===== config.mk =====
export PLATFORM = sky130hd
export DESIGN_NAME = fetch_seq
export DESIGN_NICKNAME = d
export VERILOG_FILES = /design/src/rtl/fetch_seq.sv
export SDC_FILE = /design/constraint.sdc
export NUM_CORES = 1
export LEC_CHECK = 0
export CORE_ASPECT_RATIO = 1.75
export CORE_MARGIN = 2
export CORE_UTILIZATION = 46
export CTS_CLUSTER_SIZE = 30
export DETAILED_ROUTE_END_ITERATION = 6
export PLACE_DENSITY_LB_ADDON = 0.12
export SLEW_MARGIN = 20
export SYNTH_ARGS = -nofsm -noshare
export SYNTH_HDL_FRONTEND = slang
export SYNTH_SLANG_ARGS = --single-unit

===== constraint.sdc =====
create_clock -name clk -period 2.86 [get_ports clk]
set_input_delay 0.715 -clock clk [delete_from_list [all_inputs] [get_ports clk]]
set_output_delay 0.715 -clock clk [all_outputs]
set_load 0.005 [all_outputs]

===== src/rtl/fetch_seq.sv =====
// Two-cycle fetch/execute sequencer: FETCH reads instruction memory,
// EXEC holds the word for the decoder and picks the next pc.
module fetch_seq #(
    parameter int unsigned       ADDR_W    = 8,
    parameter logic [ADDR_W-1:0] START_PC  = '0,
    parameter logic [15:0]       MAX_INSTR = 16'hFFFF
) (
    input  logic              clk,
    input  logic              reset,
    input  logic              start,
    output logic              busy,
    output logic              done,
    output logic              timeout,
    output logic              imem_rd,
    output logic [ADDR_W-1:0] imem_addr,
    input  logic [31:0]       imem_rdata,
    output logic [31:0]       instr,
    output logic              instr_valid,
    input  logic              halt,
    input  logic              branch_taken,
    input  logic [15:0]       branch_offset,
    output logic [ADDR_W-1:0] pc,
    output logic [15:0]       instr_count
);

    typedef enum logic [1:0] {IDLE, FETCH, EXEC, DONE} state_t;

    state_t            state_q, state_d;
    logic [ADDR_W-1:0] pc_q, pc_d;
    logic [31:0]       instr_q, instr_d;
    logic [15:0]       cnt_q, cnt_d;
    logic              tmo_q, tmo_d;
    logic              busy_q, busy_d;
    logic              done_q, done_d;
    logic              rd_q, rd_d;
    logic              vld_q, vld_d;

    logic [ADDR_W-1:0] pc_inc;
    logic [ADDR_W-1:0] pc_br;
    logic [31:0]       off_ext;
    logic [15:0]       cnt_inc;

    assign pc_inc  = pc_q + ADDR_W'(1);
    assign off_ext = {{16{branch_offset[15]}}, branch_offset};
    // Sum is formed wide and truncated so the target wraps modulo 2^ADDR_W.
    assign pc_br   = ADDR_W'(32'(pc_inc) + off_ext);
    assign cnt_inc = cnt_q + 16'd1;

    always_comb begin
        state_d = state_q;
        pc_d    = pc_q;
        instr_d = instr_q;
        cnt_d   = cnt_q;
        tmo_d   = tmo_q;
        unique case (state_q)
            IDLE, DONE: begin
                if (start) begin
                    state_d = FETCH;
                    pc_d    = START_PC;
                    cnt_d   = '0;
                    tmo_d   = 1'b0;
                end
            end
            FETCH: begin
                state_d = EXEC;
                instr_d = imem_rdata;
            end
            EXEC: begin
                cnt_d = cnt_inc;
                if (halt) begin
                    state_d = DONE;
                end else begin
                    pc_d = branch_taken ? pc_br : pc_inc;
                    if (cnt_inc == MAX_INSTR) begin
                        state_d = DONE;
                        tmo_d   = 1'b1;
                    end else begin
                        state_d = FETCH;
                    end
                end
            end
            default: state_d = IDLE;
        endcase
        busy_d = (state_d == FETCH) || (state_d == EXEC);
        done_d = (state_d == DONE);
        rd_d   = (state_d == FETCH);
        vld_d  = (state_d == EXEC);
    end

    always_ff @(posedge clk or negedge reset) begin
        if (!reset) begin
            state_q <= IDLE;
            pc_q    <= START_PC;
            instr_q <= '0;
            cnt_q   <= '0;
            tmo_q   <= 1'b0;
            busy_q  <= 1'b0;
            done_q  <= 1'b0;
            rd_q    <= 1'b0;
            vld_q   <= 1'b0;
        end else begin
            state_q <= state_d;
            pc_q    <= pc_d;
            instr_q <= instr_d;
            cnt_q   <= cnt_d;
            tmo_q   <= tmo_d;
            busy_q  <= busy_d;
            done_q  <= done_d;
            rd_q    <= rd_d;
            vld_q   <= vld_d;
        end
    end

    assign busy        = busy_q;
    assign done        = done_q;
    assign timeout     = tmo_q;
    assign imem_rd     = rd_q;
    assign imem_addr   = pc_q;
    assign instr       = instr_q;
    assign instr_valid = vld_q;
    assign pc          = pc_q;
    assign instr_count = cnt_q;

endmodule

Yosys cells after proc, flatten, opt, wreduce, memory -nomap -nowiden

Index checks and enable logic that the tools add are counted.

Mux-type cells: 14
$add $sub $neg: 3
Equality and inequality tests: 10
Reductions and logical operators: 7

Operators with widths:

| operator              | number |
|---|---|
| $pmux 16 s2           | 1 |
| $mux 8                | 3 |
| $add 16x1->16 const B | 1 |
| $eq 16x16->1 const B  | 1 |
| $mux 16               | 1 |
| $pmux 8 s2            | 1 |
| $add 8x1->8 const B   | 1 |
| $add 8x8->8           | 1 |
| $eq 2x2->1 const B    | 4 |
| $mux 2                | 3 |
| $ne 2x2->1 const B    | 3 |
| $pmux 2 s3            | 1 |
| $eq 2x1->1 const B    | 2 |
| $reduce_and 4->1      | 1 |
| $mux 1                | 3 |
| $reduce_and 3->1      | 1 |
| $logic_not 2->1       | 1 |
| $pmux 1 s2            | 1 |
| $reduce_and 2->1      | 1 |
| $reduce_bool 2->1     | 1 |
| $reduce_or 2->1       | 1 |
| $logic_or 1x1->1      | 1 |

Output and inout port bits: 69
Logic and storage cells: 43
Bits of input ports: 53
Flip-flop bits (word level): 63

Depth between registers and ports, before layout

Depth in word-level cells: 7
Depth in mapped cells: 11
Depth with buffers taken out: 11

Worst setup path after synthesis

OpenSTA, ideal clock, no wires.

Kind: register -> register
Start point: register pc_q[0] (netlist: imem_addr[0])
End point: register pc_q[7] (netlist: imem_addr[7])
Arrival: 2.563 ns
Buffers on the path: 0
Data required time: 2.734 ns
Cell stages (with the launch flop): 12
Setup time: 0.126 ns
Path slack: 0.171 ns
Cells stage by stage: dfrtp_1 ha_1 and3_1 nand3_1 xnor2_1 ha_1 o21a_1 o21ai_0 or4_1 a21o_1 and2_0 a221o_1

Longest elaborated chain between the ends: 5

Ends and longest elaborated chain:

| item                   | RTL line | RTL |
|---|---|---|
| from (decl)            | 29       | `logic [ADDR_W-1:0] pc_q, pc_d;` |
| from (signal assigned) | 103      | `pc_q <= pc_d;` |
| $add 8x1->8 *          | 43       | `assign pc_inc = pc_q + ADDR_W'(1);` |
| $add 8x8->8            | 46       | `assign pc_br = ADDR_W'(32'(pc_inc) + off_ext);` |
| $mux 8 *               | 73       | `pc_d = branch_taken ? pc_br : pc_inc;` |
| $mux 8 *               | 70       | `if (halt) begin` |
| $pmux 8 s2 *           | 55       | `unique case (state_q)` |

Mark *: on every way between the ends. The rest lies on a longest branch, timed or not. The select of a mux whose other input is x is not followed.
A chain may end at the register's enable or synchronous reset.

Worst setup path after layout

Start point: register pc_q[1] (netlist: imem_addr[1])
End point: register pc_q[7] (netlist: imem_addr[7])

Same word-level chain as after synthesis.

==> qor.txt <==
Net Count, Synth = 409
Yosys cell types = 56
Worst Tran Pin Value = 0.552 ns
TritonCTS clock tree = done
die area = 8310 um2
HP Class = primary input to async pin
CTS H-tree lvls = 3
Worst path most repeated cell = and3_2
Final Non-Filler Cells = 559
global-route wire length before repair = 13.8 mm
Crit path largest cell delay = 0.54 ns
Fmax achieved = 357 MHz
# setup viols final = 0
Vert. Die Dim = 119 um
CTS max path bufs = 2
Starting DRT DRC Count = 190
CP Capture Type = flip-flop
Nets = 535
clk_skew = 0.00502 ns
crit path max-delay cell type = or4_4
EDFF count, synth = 0
PD cells = 982 nW/um2
Fin Hold WS = 0.377 ns
Post-Syn Instances = 340
synth warn = 0
syn_area_per_cell = 10.2 um2
Fin. Hold Viols = 0
CTS Buf Count = 9
area grow syn2layout = 47.7%
IO Pins = 122
Pleak = 2.16 nW
Vias = 3081
dpl ws = -0.226 ns
placer congestion estimate = 0.887
vias per cell = 5.51
Final Critical Period = 2.80 ns
Relative slew margins = 63.2%
Initial Util = 46.6%
Core Area = 7460 um2
Peak VDD IR = 0.454 mV
vias in the first global route = 2938
met1 WL = 3.30 mm
placed cells = 539
Post-DP HPWL = 6.43 mm
status = finished, final reports clean
CP delay by family, top = simple AND/OR/NAND/NOR gates
largest net degree at the start of global routing = 27
grt ovf = 0
Max-cap violations = 0
total iterations of the first detailed-routing run = 5
Max Used Layer = met4
CP Launch Type = flip-flop
design area = 5140 um2
Detailed Route WL = 8.48 mm
Final period util = 97.9%
critical path fanouts, max = 4
CP bufs+invs = 0
RSZ-0062 raised after global routing = true
Total GRT Usage = 21.0%
Tot Pwr = 5.05 mW
crit path DAT = 3.01 ns
crit-path cells = and3_2, and3_2, xor2_1, ha_2, or4_4, o21ai_2, o211ai_1, a21o_1, and2_0, a221o_1
placement row count = 42
PortBufs = 113
antenna cells = 0
drt wl/cell = 15.2 um
clock slew at reported path FFs = 0.05 ns
ANT nets after route = 0
register area share after synthesis = 45.3%
Clk Tree Root Cell = clkbuf_16
met2 WL = 4.51 mm
setup TNS = 0 ns
share of cells above drive strength 1 = 19.7%
Slew Limit Fails = 0
Post-synth ARST share = 100%
Chip Width = 69.8 um
Final Util = 68.9%
final worst-path setup slack = 0.0599 ns
WS Path Type = flip-flop to flip-flop
dpl cell area = 4740 um2
Main synth FF type = dfrtp_1
initial antenna violation count = 0
Syn Std Cell Area = 3480 um2
CP Data Required Time = 3.07 ns
Clock Latency Late Sink = 0.33 ns
Post-route DRC = 0
Fill cells = 601
#FFs+latches synth = 63
Sink Count = 63
met3 wire len = 511 um
## final timing paths
check                      cells after the start           end  slack [ns]          from
setup / recovery                              10  imem_addr[7]        0.06  imem_addr[1]
hold / removal                                 1      instr[7]        0.38         reset
setup reg to reg                              10  imem_addr[7]        0.06  imem_addr[1]
hold reg to reg                                1       timeout        0.50       timeout
max in group asynchronous                      2     instr[27]        1.80         reset
min in group clk                               1       timeout        0.50       timeout
## final cells by class
type                            count  area [um2]  area share [%]
Clock buffer                       13         270            5.26
Inverter                           13        48.8           0.949
Multi-Input combinational cell    243        1800            34.9
Clock inverter                      3        40.0           0.779
Sequential cell                    63        1580            30.7
Timing Repair Buffer              136        1300            25.3
Tap cell                           88         110            2.14
## per-layer routing
metal / global-route usage, % / up-vias
met5: 0 / -
met4: 9.38 / 0
met3: 5.25 / 11
met2: 36.7 / 107
met1: 24.0 / 1493
li1: - / 1470
## cell families after synthesis
group | after synthesis | synth area share [%]
simple gates | 103 | 16.2
compound gates | 81 | 14.6
flops | 63 | 45.3
buf+inv | 34 | 4.85
mux | 33 | 10.6
fa+ha+maj | 16 | 5.97
xor+xnor | 10 | 2.52
## worst register-to-register path, stage by stage (launching register included)
cell	delay, ns
dfrtp_1	0.39
and3_2	0.25
and3_2	0.26
xor2_1	0.15
ha_2	0.21
or4_4	0.54
o21ai_2	0.08
o211ai_1	0.13
a21o_1	0.22
and2_0	0.16
a221o_1	0.29
## cell usage after synthesis, types with 2 or more instances
cell      count  area, um2
a211oi_1      4       30.0
a21o_1        2       15.0
a21oi_1       7       35.0
a22o_1        3       26.3
a22oi_1       2       15.0
a31oi_1       5       31.3
a32oi_1       2       17.5
and2_0        2       12.5
and2_1        3       18.8
and2b_2       2       17.5
and3_1        6       37.5
and4_1        2       17.5
buf_4         9       67.6
clkbuf_1     11       41.3
dfrtp_1      63       1580
ha_1         15        188
inv_1        13       48.8
mux2_2       32        360
nand2_1      23       86.3
nand2b_1      2       12.5
nand3_1      12       60.1
nand3b_1      2       15.0
nand4_1       4       25.0
nor2_1       20       75.1
nor2b_1       4       25.0
nor3_1        6       30.0
nor4_1        2       12.5
nor4_2        2       25.0
o21a_1        3       22.5
o21ai_0      37        185
o22a_1        2       17.5
o31ai_1       5       37.5
or4_1         2       15.0
xnor2_1       6       52.6
xor2_1        4       35.0
## registers in the layout (all words and copies together) (netlist names)
| signal | count |
|---|---|
| done | 1 |
| imem_addr | 8 |
| instr_count | 16 |
| busy | 1 |
| timeout | 1 |
| imem_rd | 1 |
| state_q | 2 |
| instr | 32 |
| instr_valid | 1 |
## what timing repair did
action                     4_1_cts  5_1_grt
resized for setup                2       14
hold buffers                     0        0
buffers inserted                 0        4
pin swaps                        0        6
setup endpoints to repair        1        1
## power by group
part | internal [mW] | leakage, nW | switching [mW]
Combinational | 1.46 | 1.21 | 1.03
Sequential | 1.24 | 0.792 | 0.217
Clock | 0.741 | 0.156 | 0.361
## layout by cell type, fill, tap and decap left out, types with 3 or more instances in the layout
cell,synthesis,routed
inv_1,13,13
nand2_1,23,23
a31oi_1,5,5
clkbuf_16,0,9
clkdlybuf4s50_1,0,112
a22o_1,3,3
ha_2,0,4
and3_1,6,3
buf_4,9,23
o21a_1,3,3
or4_4,1,3
a21oi_1,7,7
nor2_1,20,20
and2_1,3,3
nand4_1,4,4
nor2b_1,4,4
ha_1,15,11
a211oi_1,4,4
o31ai_1,5,5
dfrtp_1,63,63
xor2_1,4,4
mux2_2,32,32
nor3_1,6,6
o21ai_0,37,35
xnor2_1,6,5
nand3_1,12,11
clkbuf_8,0,3
Power figures use the tool's default switching activity.
